## src/rtl/ex_mdu_sched_pkg.sv

```systemverilog
// Shared op codes, FSM encoding and op-class helpers for the EX-stage MDU scheduler.
package ex_mdu_sched_pkg;

    localparam logic [3:0] MDU_OP_MUL    = 4'd0;
    localparam logic [3:0] MDU_OP_MULH   = 4'd1;
    localparam logic [3:0] MDU_OP_MULHSU = 4'd2;
    localparam logic [3:0] MDU_OP_MULHU  = 4'd3;
    localparam logic [3:0] MDU_OP_MULW   = 4'd4;
    localparam logic [3:0] MDU_OP_DIV    = 4'd5;
    localparam logic [3:0] MDU_OP_DIVU   = 4'd6;
    localparam logic [3:0] MDU_OP_DIVW   = 4'd7;
    localparam logic [3:0] MDU_OP_DIVUW  = 4'd8;
    localparam logic [3:0] MDU_OP_REM    = 4'd9;
    localparam logic [3:0] MDU_OP_REMU   = 4'd10;
    localparam logic [3:0] MDU_OP_REMW   = 4'd11;
    localparam logic [3:0] MDU_OP_REMUW  = 4'd12;

    typedef enum logic [2:0] {
        ST_IDLE     = 3'd0,
        ST_MUL_WAIT = 3'd1,
        ST_DIV_WAIT = 3'd2,
        ST_DONE     = 3'd3,
        ST_DRAIN    = 3'd4
    } mdu_state_e;

    function automatic logic mdu_opc_is_mul(input logic [3:0] op);
        return op <= MDU_OP_MULW;
    endfunction

    function automatic logic mdu_opc_is_div(input logic [3:0] op);
        return (op >= MDU_OP_DIV) && (op <= MDU_OP_REMUW);
    endfunction

    function automatic logic mdu_opc_is_rem(input logic [3:0] op);
        return (op >= MDU_OP_REM) && (op <= MDU_OP_REMUW);
    endfunction

    function automatic logic mdu_opc_is_w(input logic [3:0] op);
        return (op == MDU_OP_MULW) || (op == MDU_OP_DIVW) || (op == MDU_OP_DIVUW) ||
               (op == MDU_OP_REMW) || (op == MDU_OP_REMUW);
    endfunction

    function automatic logic mdu_opc_is_signed(input logic [3:0] op);
        return (op == MDU_OP_DIV) || (op == MDU_OP_DIVW) ||
               (op == MDU_OP_REM) || (op == MDU_OP_REMW);
    endfunction

endpackage

```

## src/rtl/ex_mdu_sched_div_special.sv

```systemverilog
// Combinational detection of divide-by-zero and signed overflow, with the architectural result.
module mdu_div_special #(
    parameter int XLEN = 64
) (
    input  logic [XLEN-1:0] i_a,
    input  logic [XLEN-1:0] i_b,
    input  logic            i_signed,
    input  logic            i_w,
    input  logic            i_rem,
    output logic            o_special,
    output logic [XLEN-1:0] o_result
);

    logic w_b_zero;
    logic w_ovf;

    always_comb begin
        w_b_zero = 1'b0;
        w_ovf    = 1'b0;
        if (i_w) begin
            w_b_zero = (i_b[31:0] == 32'd0);
            w_ovf    = i_signed && (i_a[31:0] == 32'h8000_0000) && (i_b[31:0] == 32'hFFFF_FFFF);
        end else begin
            w_b_zero = (i_b == '0);
            w_ovf    = i_signed && (i_a == {1'b1, {(XLEN-1){1'b0}}}) && (i_b == '1);
        end
    end

    // Operands arrive already extended, so the dividend doubles as MIN for the overflow quotient.
    always_comb begin
        o_special = w_b_zero | w_ovf;
        o_result  = '0;
        if (w_b_zero) begin
            o_result = i_rem ? i_a : '1;
        end else if (w_ovf) begin
            o_result = i_rem ? '0 : i_a;
        end
    end

endmodule

```

## src/rtl/ex_mdu_sched.sv

```systemverilog
// EX-stage multiply/divide sequencer: start pulses, done wait, result formatting, stall and abort.
module ex_mdu_sched
    import ex_mdu_sched_pkg::*;
#(
    parameter int XLEN        = 64,
    parameter int TIMEOUT_CYC = 128,
    parameter int CNT_W       = 8
) (
    input  logic            clk,
    input  logic            rst,
    input  logic            req_valid,
    input  logic [3:0]      req_op,
    input  logic [XLEN-1:0] req_op1,
    input  logic [XLEN-1:0] req_op2,
    input  logic            req_kill,
    input  logic            stall_in,
    output logic            mul_start,
    output logic [3:0]      mul_op,
    output logic [XLEN-1:0] mul_a,
    output logic [XLEN-1:0] mul_b,
    input  logic            mul_done,
    input  logic [XLEN-1:0] mul_res,
    output logic            div_start,
    output logic            div_signed,
    output logic [XLEN-1:0] div_a,
    output logic [XLEN-1:0] div_b,
    input  logic            div_done,
    input  logic [XLEN-1:0] div_quot,
    input  logic [XLEN-1:0] div_rem,
    output logic            resp_valid,
    output logic [XLEN-1:0] resp_data,
    output logic            stall_req,
    output logic            busy,
    output logic            err_timeout
);

    mdu_state_e      r_state;
    mdu_state_e      w_state_next;
    logic [CNT_W-1:0] r_cnt;
    logic [3:0]      r_op;
    logic [3:0]      r_mul_op;
    logic [XLEN-1:0] r_mul_a;
    logic [XLEN-1:0] r_mul_b;
    logic            r_div_signed;
    logic [XLEN-1:0] r_div_a;
    logic [XLEN-1:0] r_div_b;
    logic [XLEN-1:0] r_resp_data;
    logic            r_err_timeout;

    logic            w_accept;
    logic            w_req_mul;
    logic            w_req_div;
    logic [XLEN-1:0] w_op1_prep;
    logic [XLEN-1:0] w_op2_prep;
    logic            w_special;
    logic [XLEN-1:0] w_special_res;
    logic            w_pend_done;
    logic            w_timeout;
    logic [XLEN-1:0] w_raw_res;

    function automatic logic [XLEN-1:0] fmt_w(input logic [XLEN-1:0] v, input logic w);
        return w ? {{(XLEN-32){v[31]}}, v[31:0]} : v;
    endfunction

    assign w_accept  = req_valid & ~req_kill;
    assign w_req_mul = mdu_opc_is_mul(req_op);
    assign w_req_div = mdu_opc_is_div(req_op);

    // W divides extend per signedness; MULW hands the multiplier only the low word.
    always_comb begin
        w_op1_prep = req_op1;
        w_op2_prep = req_op2;
        if (mdu_opc_is_w(req_op)) begin
            if (w_req_div && mdu_opc_is_signed(req_op)) begin
                w_op1_prep = {{(XLEN-32){req_op1[31]}}, req_op1[31:0]};
                w_op2_prep = {{(XLEN-32){req_op2[31]}}, req_op2[31:0]};
            end else begin
                w_op1_prep = {{(XLEN-32){1'b0}}, req_op1[31:0]};
                w_op2_prep = {{(XLEN-32){1'b0}}, req_op2[31:0]};
            end
        end
    end

    mdu_div_special #(
        .XLEN(XLEN)
    ) u_div_special (
        .i_a      (w_op1_prep),
        .i_b      (w_op2_prep),
        .i_signed (mdu_opc_is_signed(req_op)),
        .i_w      (mdu_opc_is_w(req_op)),
        .i_rem    (mdu_opc_is_rem(req_op)),
        .o_special(w_special),
        .o_result (w_special_res)
    );

    assign w_pend_done = mdu_opc_is_div(r_op) ? div_done : mul_done;
    assign w_timeout   = (r_cnt == CNT_W'(TIMEOUT_CYC - 1));
    assign w_raw_res   = mdu_opc_is_div(r_op) ? (mdu_opc_is_rem(r_op) ? div_rem : div_quot) : mul_res;

    always_ff @(posedge clk or posedge rst) begin
        if (rst) begin
            r_state <= ST_IDLE;
        end else begin
            r_state <= w_state_next;
        end
    end

    always_comb begin
        w_state_next = r_state;
        case (r_state)
            ST_IDLE: begin
                if (w_accept) begin
                    if (w_req_mul) begin
                        w_state_next = ST_MUL_WAIT;
                    end else if (w_req_div && !w_special) begin
                        w_state_next = ST_DIV_WAIT;
                    end else begin
                        w_state_next = ST_DONE;
                    end
                end
            end
            ST_MUL_WAIT, ST_DIV_WAIT: begin
                // A kill coinciding with done/timeout has nothing left to drain.
                if (req_kill) begin
                    w_state_next = (w_pend_done || w_timeout) ? ST_IDLE : ST_DRAIN;
                end else if (w_pend_done || w_timeout) begin
                    w_state_next = ST_DONE;
                end
            end
            ST_DONE: begin
                if (req_kill || !stall_in) begin
                    w_state_next = ST_IDLE;
                end
            end
            ST_DRAIN: begin
                if (w_pend_done || w_timeout) begin
                    w_state_next = ST_IDLE;
                end
            end
            default: w_state_next = ST_IDLE;
        endcase
    end

    always_comb begin
        mul_start  = (r_state == ST_MUL_WAIT) && (r_cnt == '0);
        div_start  = (r_state == ST_DIV_WAIT) && (r_cnt == '0);
        resp_valid = (r_state == ST_DONE);
        busy       = (r_state != ST_IDLE);
        stall_req  = ~rst & ((req_valid & ~req_kill & (r_state != ST_DONE)) | (r_state == ST_DRAIN));
    end

    always_ff @(posedge clk or posedge rst) begin
        if (rst) begin
            r_cnt         <= '0;
            r_op          <= '0;
            r_mul_op      <= '0;
            r_mul_a       <= '0;
            r_mul_b       <= '0;
            r_div_signed  <= 1'b0;
            r_div_a       <= '0;
            r_div_b       <= '0;
            r_resp_data   <= '0;
            r_err_timeout <= 1'b0;
        end else begin
            case (r_state)
                ST_IDLE: begin
                    if (w_accept) begin
                        r_op  <= req_op;
                        r_cnt <= '0;
                        if (w_req_mul) begin
                            r_mul_op <= req_op;
                            r_mul_a  <= w_op1_prep;
                            r_mul_b  <= w_op2_prep;
                        end else if (w_req_div) begin
                            r_div_signed <= mdu_opc_is_signed(req_op);
                            r_div_a      <= w_op1_prep;
                            r_div_b      <= w_op2_prep;
                            if (w_special) begin
                                r_resp_data <= fmt_w(w_special_res, mdu_opc_is_w(req_op));
                            end
                        end else begin
                            r_resp_data <= '0;
                        end
                    end
                end
                ST_MUL_WAIT, ST_DIV_WAIT: begin
                    r_cnt <= r_cnt + 1'b1;
                    if (!req_kill && w_pend_done) begin
                        r_resp_data <= fmt_w(w_raw_res, mdu_opc_is_w(r_op));
                    end else if (w_timeout && !w_pend_done) begin
                        r_err_timeout <= 1'b1;
                        if (!req_kill) begin
                            r_resp_data <= '0;
                        end
                    end
                end
                ST_DRAIN: begin
                    r_cnt <= r_cnt + 1'b1;
                    if (w_timeout && !w_pend_done) begin
                        r_err_timeout <= 1'b1;
                    end
                end
                default: ;
            endcase
        end
    end

    assign mul_op      = r_mul_op;
    assign mul_a       = r_mul_a;
    assign mul_b       = r_mul_b;
    assign div_signed  = r_div_signed;
    assign div_a       = r_div_a;
    assign div_b       = r_div_b;
    assign resp_data   = r_resp_data;
    assign err_timeout = r_err_timeout;

endmodule
```

## config.mk

```make
export PLATFORM = sky130hd
export DESIGN_NAME = ex_mdu_sched
export DESIGN_NICKNAME = d
export VERILOG_FILES = /design/src/rtl/ex_mdu_sched_pkg.sv /design/src/rtl/ex_mdu_sched_div_special.sv /design/src/rtl/ex_mdu_sched.sv
export SDC_FILE = /design/constraint.sdc
export NUM_CORES = 1
export LEC_CHECK = 0
export ABC_AREA = 0
export CORE_AREA = 2 2 255 257
export CTS_BUF_LIST = sky130_fd_sc_hd__clkbuf_4 sky130_fd_sc_hd__clkbuf_8 sky130_fd_sc_hd__clkbuf_16
export DETAILED_ROUTE_END_ITERATION = 6
export DIE_AREA = 0 0 257 259
export GPL_ROUTABILITY_DRIVEN = 0
export PLACE_DENSITY = 0.61
export SYNTH_ARGS = -nofsm -noshare
export SYNTH_HDL_FRONTEND = slang
export SYNTH_SLANG_ARGS = --single-unit
export TNS_END_PERCENT = 20
```

## constraint.sdc

```tcl
create_clock -name clk -period 17.1 [get_ports clk]
set_clock_uncertainty 0.05 [all_clocks]
set_input_delay 3.42 -clock clk [delete_from_list [all_inputs] [get_ports clk]]
set_output_delay 3.42 -clock clk [all_outputs]
set_load 0.02 [all_outputs]
```

== After elaboration in Yosys (flattened, before gate mapping) ==
Cells that the tools add are included.

* Bits in registers: 341
* Input bits: 331
* Output and inout bits: 331

* Add/sub/neg operators: 1
* Order comparisons: 7
* Equality and inequality tests: 31
* Muxes and demuxes: 37
* Bitwise logic cells: 8
* Reduce and logical (&&, ||, !) cells: 48

{| class="wikitable"
|+ Operators by type and width
! operator !! number
|-
| two-way mux 64 bit || 19
|-
| equality test 64 bit, second input constant || 2
|-
| one-hot mux 64 bit (2 select lines) || 1
|-
| equality test 32 bit, second input constant || 2
|-
| zero test 64 bit || 1
|-
| zero test 32 bit || 1
|-
| equality test 4 bit, second input constant || 7
|-
| equality test 4 x 3 -> 1 bit, second input constant || 5
|-
| two-way mux 3 bit || 6
|-
| one-hot mux 8 bit (2 select lines) || 1
|-
| logical AND 1 bit || 14
|-
| logical OR 1 bit || 13
|-
| inequality test 3 bit, second input constant || 4
|-
| one-hot mux 3 bit (4 select lines) || 1
|-
| adder 8 x 1 -> 8 bit, second input constant || 1
|-
| equality test 8 x 7 -> 1 bit, second input constant || 1
|-
| >= comparator 4 x 3 -> 1 bit, second input constant || 2
|-
| >= comparator 4 bit, second input constant || 2
|-
| <= comparator 4 bit, second input constant || 2
|-
| zero test 8 bit || 1
|-
| two-way mux 8 bit || 1
|-
| inequality test 2 bit, second input constant || 4
|-
| AND reduction 4 bit || 2
|-
| equality test 3 x 2 -> 1 bit, second input constant || 2
|-
| 20 further kinds || 37
|}

== Depth between registers and ports, before layout ==
Gate-level depths: netlist of run 1.

* Depth after elaboration: 19
* Mapped depth: 12
* Gate-level depth less buffers: 7

== Cells and area by module ==
Synthesis of run 1 repeated with hierarchy kept, for this count alone.

* Cell total of the unflattened synthesis: 1,994
* Area total of the unflattened synthesis: 18,890.6 um2

{| class="wikitable"
|+ Modules (own cells, without submodules)
! module !! instances !! cells each !! area an instance (um2) !! sequential area each (um2)
|-
| ex_mdu_sched || 1 || 1,732 || 17,209.0 || 8,533.2
|-
| mdu_div_special || 1 || 262 || 1,681.6 || 0.0
|}

== Least setup slack after synthesis of run 1 ==
Ideal clock, no wire load.

* Path kind: input to output
* Start: in req_kill
* End: out stall_req
* Arrival time: 4.191 ns
* Required time: 13.630 ns
* Slack: 9.439 ns
* Stages on the path: 5
* Buffers on the path: 1
* Cell sequence: clkbuf_1 > nand2b_1 > a21oi_1 > a21oi_1 > nor2_1

* Cells in the longest elaborated chain, start to end: 5

{| class="wikitable"
|+ Ends and longest elaborated chain
! element !! line !! text
|-
| start, declared || ex_mdu_sched.sv:15 || <nowiki>input logic req_kill,</nowiki>
|-
| NOT 1 bit || ex_mdu_sched.sv:149 || <nowiki>stall_req = ~rst & ((req_valid & ~req_kill & (r_state != ST_DONE)) | (r_state == ST_DRAIN));</nowiki>
|-
| bitwise AND 1 bit (2 in series) || ex_mdu_sched.sv:149 ||
|-
| bitwise OR 1 bit || ex_mdu_sched.sv:149 ||
|-
| bitwise AND 1 bit || ex_mdu_sched.sv:149 ||
|-
| end, declared || ex_mdu_sched.sv:32 || <nowiki>output logic stall_req,</nowiki>
|}

Every way passes these cells.

== Final worst setup path of run 1 ==
Same ends and word-level chain as after synthesis.

==> out/qor.yml, run 1 <==
run_status:
  status: "complete, but fails checks"
  violations: "design-rule violations"
floorplan:
  die_y_um: 259
  die_area_sq_mm: 0.0666
  coreArea_sq_mm: 0.0639
  pin_count: 662
  start_util_pct: 26.1
  die_w_um: 257
  rows: 93
clock_tree:
  post_cts_buffers: 0
  cts_buffers: 42
  h-tree-depth: 2
  cts_tree: "built"
  cts_hold_buf: 0
  clock_sinks: 341
  ctsResizeCount: 0
  clkSlewWorstSetupHoldPaths_ps: 60
  clk_latency_ps: 540
  cts_root_buf: "clkbuf_16"
  clock_path_buffers: 3
synth:
  synth-edff-count: 0
  syn-cell-area_sq_mm: 0.0167
  syn-num-nets: 1976
  synth_most_common_cell: "dfrtp_1"
  synth_top_cell_area_share_pct: 51.1
  synth_warnings: 0
  synth_common_cells: "dfrtp_1 (341), nand2_1 (223), a21oi_1 (187), o21ai_0 (137), mux2_2 (104)"
  ys.flop_type: "dfrtp_1"
  yosysTopAreaCell: "dfrtp_1"
  postSynthAreaPerCell_sq_um: 10.2
  synth_area_leaders: "dfrtp_1 (51%), mux2_2 (7.0%), a21oi_1 (5.6%)"
  ys_ff_latch: 341
  synth.yosys.seq_area_share_pct: 51.1
  synth_cells: 1643
  synth_cell_types: 68
  synthArstFlopShare_pct: 100
timing:
  finalSetupTns_ps: 0
  finalHoldViolCount: 0
  timing.final.crit_share_pct: 50.2
  maxSlewHeadroom_pct: 24.0
  fin_crit_ps: 8580
  rsz0062_at_grt: "no"
  fmax_mhz: 117
  drv_slew: 0
  tightestPinTransition_ps: 1140
  setup_viol: 0
setup_path:
  critPathLaunchType: "primary input"
  worstPathMaxFanout: 9
  critPathKind: "in -> out"
  endpoint_kind: "output pin"
  rrSetupSlack_ps: 12510
  cp.arrival_ps: 5110
  crit_required_ps: 13630
placed_design:
  io_buffers: 661
  hpwl_um: 55400
  dp_cells: 3049
routing:
  drc: 2
  routed_wl_um: 73100
  dr.first_iter.drc_count: 1006
  wire_per_inst_um: 23.4
  vias: 15700
  via_per_inst: 5.01
  dr.pass1.iters: 7
  ant_nets: 0
grt:
  grt_first_pass_wirelength_um: 107000
  grtUsageTotal_pct: 21.3
  grt_pass1_vias: 16100
  overflow: 0
  grt_start_max_net_pins: 141
  antenna_found_initial: 4
pwr:
  swShare_pct: 40.4
  p_total_w: 0.00490
  seqPwrFrac_pct: 29.1
  p_switching_w: 0.00198
  combPwrFrac_pct: 51.1
  power.share.clock_pct: 19.8
  p_int_w: 0.00292
  p_per_area_mw_per_mm2: 192
  p_leak_nw: 10.9
  vdd_drop_max_uv: 100
cells_and_area:
  finalNetCount: 2571
  drive_above_1_share_pct: 10.3
  final_util_pct: 40.0
  antennaDiodeCount: 0
  final_cells: 3126
  area_delta_synth_final_pct: 53.0
min_path:
  hold_class: "reg -> reg"
flow_run:
  cap_violations: 0
==> power by group through the flow <==
stage	clock, W	combinational [W]	sequential [W]
global placement	0	0.00250	0.00141
floorplan	0	0.000837	0.00185
detailed placement	0	0.00253	0.00143
CTS	0.000993	0.00254	0.00143
global route	0.00103	0.00267	0.00148
finish	0.000969	0.00251	0.00143
==> worst max-delay path, stage by stage <==
cell and delay, ps:
clkdlybuf4s50_1 540, nand2b_1 230, a21oi_1 130, a21oi_1 60, nor2_1 120, clkdlybuf4s50_1 620
==> cells by family after synthesis <==
group                    after synthesis  synth area share, %
AO/OA/AOI/OAI                        466                 16.7
multiplexers                         225                 14.7
buffers and inverters                136                 3.85
AND/OR/NAND/NOR                      463                 13.0
XOR/XNOR                              10                0.524
adder cells (fa/ha/maj)                2                0.150
flip-flops                           341                 51.1
==> cell type report <==
cell class	instances	area (sq um)
clock buffer	66	1340
clock inverter	11	188
fill	6155	38300
inverter	4	22.5
multi-input combinational	1166	7610
sequential	341	8530
tap	855	1070
timing repair buffer	683	6790
==> through the flow <==
step / hold WS (ps) / setup slack (ps) / instance area, sq um
after detailed placement: 419 / 8540 / 24000
after global routing: 451 / 8410 / 25600
after global placement: 412 / 8420 / 24000
after CTS: 432 / 8530 / 25600
final: 428 / 8520 / 25600
after floorplan: 445 / 4180 / 16700
==> sequential cells by signal (all words and copies together) (netlist names) <==
| name | cells |
|---|---|
| mul_op | 4 |
| r_cnt | 8 |
| div_a | 64 |
| div_signed | 1 |
| err_timeout | 1 |
| r_op | 4 |
| div_b | 64 |
| mul_a | 64 |
| resp_data | 64 |
| mul_b | 64 |
| r_state | 3 |
==> layout by cell type (no fill, tap or decap), types with 9 or more instances in the layout <==
cell	instances
clkdlybuf4s50_1	661
dfrtp_1	341
nand2_1	222
a21oi_1	186
o21ai_0	137
mux2_2	104
nor2_1	85
mux2i_1	64
mux2_1	57
nor4_1	45
clkbuf_16	43
a31oi_1	35
nand4_1	33
a211o_1	32
a221o_1	30
buf_4	21
clkbuf_8	14
nand3_1	11
o21ai_1	9
clkbuf_4	9
==> final timing paths <==
kind                                      to        from  cells past startpoint
worst min register to register     div_b[37]   div_b[37]                      2
max in group asynchronous          div_a[48]         rst                      3
min in group asynchronous          mul_op[2]         rst                      2
worst min-delay path               div_b[37]   div_b[37]                      2
worst max-delay path               stall_req    req_kill                      6
worst max register to register  resp_data[5]  r_state[0]                      8
==> metal layers <==
layer,vias up,wire (um),GRT usage (%)
met5,-,27,0
li1,7170,-,-
met4,4,2390,6.86
met2,675,37700,38.9
met1,7689,28200,24.6
met3,116,4780,4.83
No activity file was read; power rests on OpenSTA's default activity.
==> run 2, diff against run 1 <==
- clock period: 17.1 -> 8.23 ns (I/O delays scaled with it)
==> out/qor.yml, run 2 (synthesis gave the netlist of run 1 again) <==
run_status:
  status: "completed"  # was complete, but fails checks
min_path:
  whs_path_depth: 2  # unchanged
  hold_class: "reg -> reg"  # unchanged
clock_tree:
  clock_path_buffers: 3  # unchanged
  clock_sinks: 341  # unchanged
  post_cts_buffers: 0  # unchanged
  clk_latency_ps: 550  # was 540 ps
  clkSlewWorstSetupHoldPaths_ps: 60  # about the same
  cts_hold_buf: 0  # unchanged
  ctsResizeCount: 0  # unchanged
  h-tree-depth: 2  # unchanged
  cts_tree: "built"  # unchanged
  cts_buffers: 41  # was 42
  cts_root_buf: "clkbuf_16"  # unchanged
pwr:
  vdd_drop_max_uv: 218  # was 100 uV
  p_per_area_mw_per_mm2: 398  # was 192 mW/mm^2
  p_leak_nw: 10.9  # about the same
cells_and_area:
  drive_above_1_share_pct: 9.98  # was 10.3%
  layout_commonest_cell: "clkdlybuf4s50_1"  # unchanged
  final_cell_mix: "clkdlybuf4s50_1 (661), dfrtp_1 (341), nand2_1 (222), a21oi_1 (186), o21ai_0 (137)"  # unchanged
  area_delta_synth_final_pct: 52.7  # was 53.0%
  finalNetCount: 2567  # was 2571
  antennaDiodeCount: 0  # unchanged
  final_cells: 3119  # was 3126
setup_path:
  worstPathMaxFanout: 64  # was 9
  crit_required_ps: 8610  # was 13630 ps
  r2r-start: "r_op[0]"  # was r_state[0]
  critPathLaunchType: "primary input"  # unchanged
  worstRegToRegCells: 7  # was 8
  crit_path_max_incr_delay_ps: 960  # was 620 ps
  critPathLaunch: "req_op[0]"  # was req_kill
  cp.arrival_ps: 6050  # was 5110 ps
  critPathCapture: "resp_data[7]"  # was stall_req
  crit_slowest_cell: "clkdlybuf4s50_1"  # unchanged
  rrSetupSlack_ps: 3480  # was 12510 ps
  critPathKind: "in -> reg"  # was in -> out
  worstPathCellList: "clkdlybuf4s50_1 -> nor2b_2 -> a211o_2 -> o21ai_1 -> a21oi_1 -> a31oi_4 -> and2_4 -> mux2_1"  # was clkdlybuf4s50_1 -> nand2b_1 -> a21oi_1 -> a21oi_1 -> nor2_1 -> clkdlybuf4s50_1
  endpoint_kind: "flop"  # was output pin
  r2r_end: "resp_data[7]"  # was resp_data[5]
floorplan:
  die_y_um: 259  # unchanged
  start_util_pct: 26.1  # unchanged
  die_w_um: 257  # unchanged
  pin_count: 662  # unchanged
  rows: 93  # unchanged
  coreArea_sq_mm: 0.0639  # unchanged
  die_area_sq_mm: 0.0666  # unchanged
routing:
  ant_nets: 0  # unchanged
  via_per_inst: 5.04  # was 5.01
  vias: 15700  # about the same
  dr.first_iter.drc_count: 1124  # was 1006
  wire_per_inst_um: 23.3  # was 23.4 um
  drc: 0  # was 2
  routed_wl_um: 72600  # was 73100 um
  dr.pass1.iters: 7  # unchanged
placed_design:
  dp_cells: 3046  # was 3049
  io_buffers: 661  # unchanged
  place_ws_ps: 1960  # was 8540 ps
  hpwl_um: 54700  # was 55400 um
timing:
  finalHoldViolCount: 0  # unchanged
  fin_crit_ps: 5670
  setup_viol: 0  # unchanged
  drv_slew: 0  # unchanged
  rsz0062_at_grt: "no"  # unchanged
  finalSetupTns_ps: 0  # unchanged
  setup_slack_ps: 2560  # was 8520 ps
  timing.final.crit_share_pct: 68.9
  tightestPinTransition_ps: 1290  # was 1140 ps
  fmax_mhz: 176
  maxSlewHeadroom_pct: 13.7  # was 24.0%
grt:
  grt_start_max_net_pins: 163  # was 141
  overflow: 0  # unchanged
  antenna_found_initial: 3  # was 4
  grt_first_pass_wirelength_um: 106000  # was 107000 um
  grt_pass1_vias: 16100  # about the same
  grtUsageTotal_pct: 21.1  # was 21.3%
flow_run:
  cap_violations: 0  # unchanged
[run 2: power by group]
group | leakage [nW] | switching [W] | internal [W]
clock | 0.733 | 0.000751 | 0.00123
sequential | 4.28 | 0.000494 | 0.00247
combinational | 5.84 | 0.00289 | 0.00233
[run 2: final cells by class]
class                           count  area, sq um
Inverter                            4         18.8
Multi-Input combinational cell   1166         7610
Fill cell                        6140        38400
Sequential cell                   341         8530
Timing Repair Buffer              680         6800
Clock inverter                     17          249
Clock buffer                       56         1220
Tap cell                          855         1070
[run 2: how the worst min path moves through the flow]
stage	slack, ps	startpoint	end
6_report	430	div_a[48]	div_a[48]
5_1_grt	450	mul_a[51]	mul_a[51]
4_1_cts	430	div_b[32]	div_b[32]
3_5_place_dp	420	div_b[32]	div_b[32]
3_3_place_gp	410	mul_a[46]	mul_a[46]
2_1_floorplan	450	r_cnt[5]	r_cnt[5]
[run 2: layer usage]
metal | GRT usage (%) | routed length (um)
met4 | 5.99 | 2000
met5 | 0 | 36
met3 | 4.91 | 5050
met1 | 24.1 | 27600
met2 | 39.0 | 38000
[run 2: critical path, delay by kind of cell]
kind                   cells  cell delay (ps)
and+or+nand+nor            2             1060
muxes                      1              390
buffers and inverters      1              960
AOI/OAI and AO/OA          4             1890
[run 2: per-stage QoR]
stage / power (W) / util, % / instance area (sq um) / hold slack, ps
floorplan: 0.00559 / - / 16700 / 445
global placement: 0.00817 / 37.6 / 24000 / 413
detailed placement: 0.00825 / 37.6 / 24000 / 419
CTS: 0.0103 / 39.9 / 25500 / 432
global route: 0.0107 / 39.9 / 25500 / 448
finish: 0.0102 / 39.9 / 25500 / 427
==> run 3, diff against run 2 <==
- clock period: 8.23 -> 5.8 ns (I/O delays scaled with it)
==> out/qor.yml, run 3 (synthesis gave the netlist of run 1 again) <==
run_status:
  status: "completed"  # unchanged
cells_and_area:
  layout_commonest_cell: "clkdlybuf4s50_1"  # unchanged
  multi_input_area_sq_mm: 0.00761  # unchanged
  drive_above_1_share_pct: 10.6  # was 9.98%
  fillers: 6170  # was 6140
  finalNetCount: 2581  # was 2567
  final_cell_mix: "clkdlybuf4s50_1 (661), dfrtp_1 (341), nand2_1 (222), a21oi_1 (186), o21ai_0 (137)"  # unchanged
  design_area_sq_mm: 0.0256  # was 0.0255 sq mm
  final_util_pct: 40.0  # was 39.9%
  regArea_sq_mm: 0.00853  # unchanged
  area_delta_synth_final_pct: 53.1  # was 52.7%
grt:
  antenna_found_initial: 5  # was 3
  met3_usage_pct: 5.42  # was 4.91%
  grt_start_max_net_pins: 158  # was 163
  use_met1_pct: 24.2  # was 24.1%
  busiest_layer: "met2"  # unchanged
  grt_pass1_vias: 16100  # about the same
  grtUsageMet2_pct: 38.7  # was 39.0%
  overflow: 0  # unchanged
  grtUsageTotal_pct: 21.2  # was 21.1%
  grt_first_pass_wirelength_um: 107000  # was 106000 um
routing:
  dr.pass1.iters: 5  # was 7
  routed_wl_um: 72800  # was 72600 um
  via_per_inst: 5.02  # was 5.04
  ant_nets: 0  # unchanged
  drc: 0  # unchanged
  vias: 15700  # about the same
  wire_per_inst_um: 23.2  # was 23.3 um
  dr.first_iter.drc_count: 961  # was 1124
clock_tree:
  clk_latency_ps: 560  # was 550 ps
  clock_sinks: 341  # unchanged
  cts_tree: "built"  # unchanged
  post_cts_buffers: 0  # unchanged
  clkSlewWorstSetupHoldPaths_ps: 60  # about the same
  cts_root_buf: "clkbuf_16"  # unchanged
  clock_path_buffers: 3  # unchanged
  h-tree-depth: 2  # unchanged
  cts_buffers: 41  # unchanged
  ctsResizeCount: 0  # unchanged
  cts_hold_buf: 0  # unchanged
pwr:
  p_leak_nw: 10.9  # about the same
  p_per_area_mw_per_mm2: 558  # was 398 mW/mm^2
  vdd_drop_max_uv: 294  # was 218 uV
timing:
  finalSetupTns_ps: 0  # unchanged
  maxSlewHeadroom_pct: 15.4  # was 13.7%
  tightestPinTransition_ps: 1270  # was 1290 ps
  fmax_mhz: 217
  drv_slew: 0  # unchanged
  timing.final.crit_share_pct: 79.3
  setup_viol: 0  # unchanged
  fin_crit_ps: 4600
  rsz0062_at_grt: "no"  # unchanged
  finalHoldViolCount: 0  # unchanged
setup_path:
  endpoint_kind: "flop"  # unchanged
  critPathLaunchType: "primary input"  # unchanged
  crit_required_ps: 6190  # was 8610 ps
  critPathKind: "in -> reg"  # unchanged
  crit_slowest_cell: "clkdlybuf4s50_1"  # unchanged
  critPathBufInv: 1  # unchanged
  crit_path_max_incr_delay_ps: 810  # was 960 ps
  cp.arrival_ps: 4990  # was 6050 ps
  worstPathMaxFanout: 64  # unchanged
  crit_family: "simple AND/OR/NAND/NOR gates"  # was compound AO/OA/AOI/OAI gates
  worstPathCellList: "clkdlybuf4s50_1 -> nor2b_2 -> a211oi_2 -> nor4_1 -> o2111ai_1 -> o2111ai_2 -> and2_4 -> mux2_1"  # was clkdlybuf4s50_1 -> nor2b_2 -> a211o_2 -> o21ai_1 -> a21oi_1 -> a31oi_4 -> and2_4 -> mux2_1
floorplan:
  die_w_um: 257  # unchanged
  die_area_sq_mm: 0.0666  # unchanged
  coreArea_sq_mm: 0.0639  # unchanged
  die_y_um: 259  # unchanged
  pin_count: 662  # unchanged
  start_util_pct: 26.1  # unchanged
  rows: 93  # unchanged
placed_design:
  placed_area_sq_mm: 0.0242  # was 0.0240 sq mm
  io_buffers: 661  # unchanged
  hpwl_um: 55500  # was 54700 um
min_path:
  hold_class: "reg -> reg"  # unchanged
flow_run:
  cap_violations: 0  # unchanged
-- run 3: report_power, final --
group / internal (W) / total [W] / switching [W] / leakage (nW)
clock network: 0.00155 / 0.00263 / 0.00108 / 0.690
registers: 0.00351 / 0.00419 / 0.000684 / 4.28
logic: 0.00331 / 0.00745 / 0.00414 / 5.93
-- run 3: worst paths after layout --
kind                            from  slack, ps  cells past startpoint            end
setup / recovery           req_op[0]       1200                      8  resp_data[17]
min in group asynchronous        rst       1110                      2       mul_a[2]
setup reg to reg             r_op[0]       2320                      7  resp_data[17]
hold reg to reg            mul_b[39]        430                      2      mul_b[39]
hold / removal             mul_b[39]        430                      2      mul_b[39]
max in group asynchronous        rst       3300                      3      mul_a[12]
-- run 3: through the flow --
stage | total power [W] | hold WS [ps] | worst slack, ps | std cells
floorplan | 0.00793 | 445 | 29.5 | 1643
global placement | 0.0116 | 412 | 638 | 3060
detailed placement | 0.0118 | 419 | 702 | 3060
CTS | 0.0145 | 433 | 1310 | 3134
global route | 0.0151 | 444 | 1020 | 3135
finish | 0.0143 | 427 | 1200 | 3135
-- run 3: final cells by class --
type	instances	share of cell area, %
flip-flops and latches	341	33.4
multi-input cells	1166	29.8
repair buffers	694	27.1
clock buffers	58	4.85
well taps	855	4.18
clock inverters	16	0.582
inverters	4	0.0734
diodes	1	0.00979
-- run 3: worst min-delay path, cell delays in order, from the launching register on --
cell,delay [ps]
dfrtp_1,340
nand2_1,50
o21ai_0,60
-- run 3: layer usage --
layer	vias to the layer above	part of all wire [%]
met5	-	0.055
met4	8	3.1
met3	119	7.3
met2	678	51
met1	7745	38
li1	7195	-
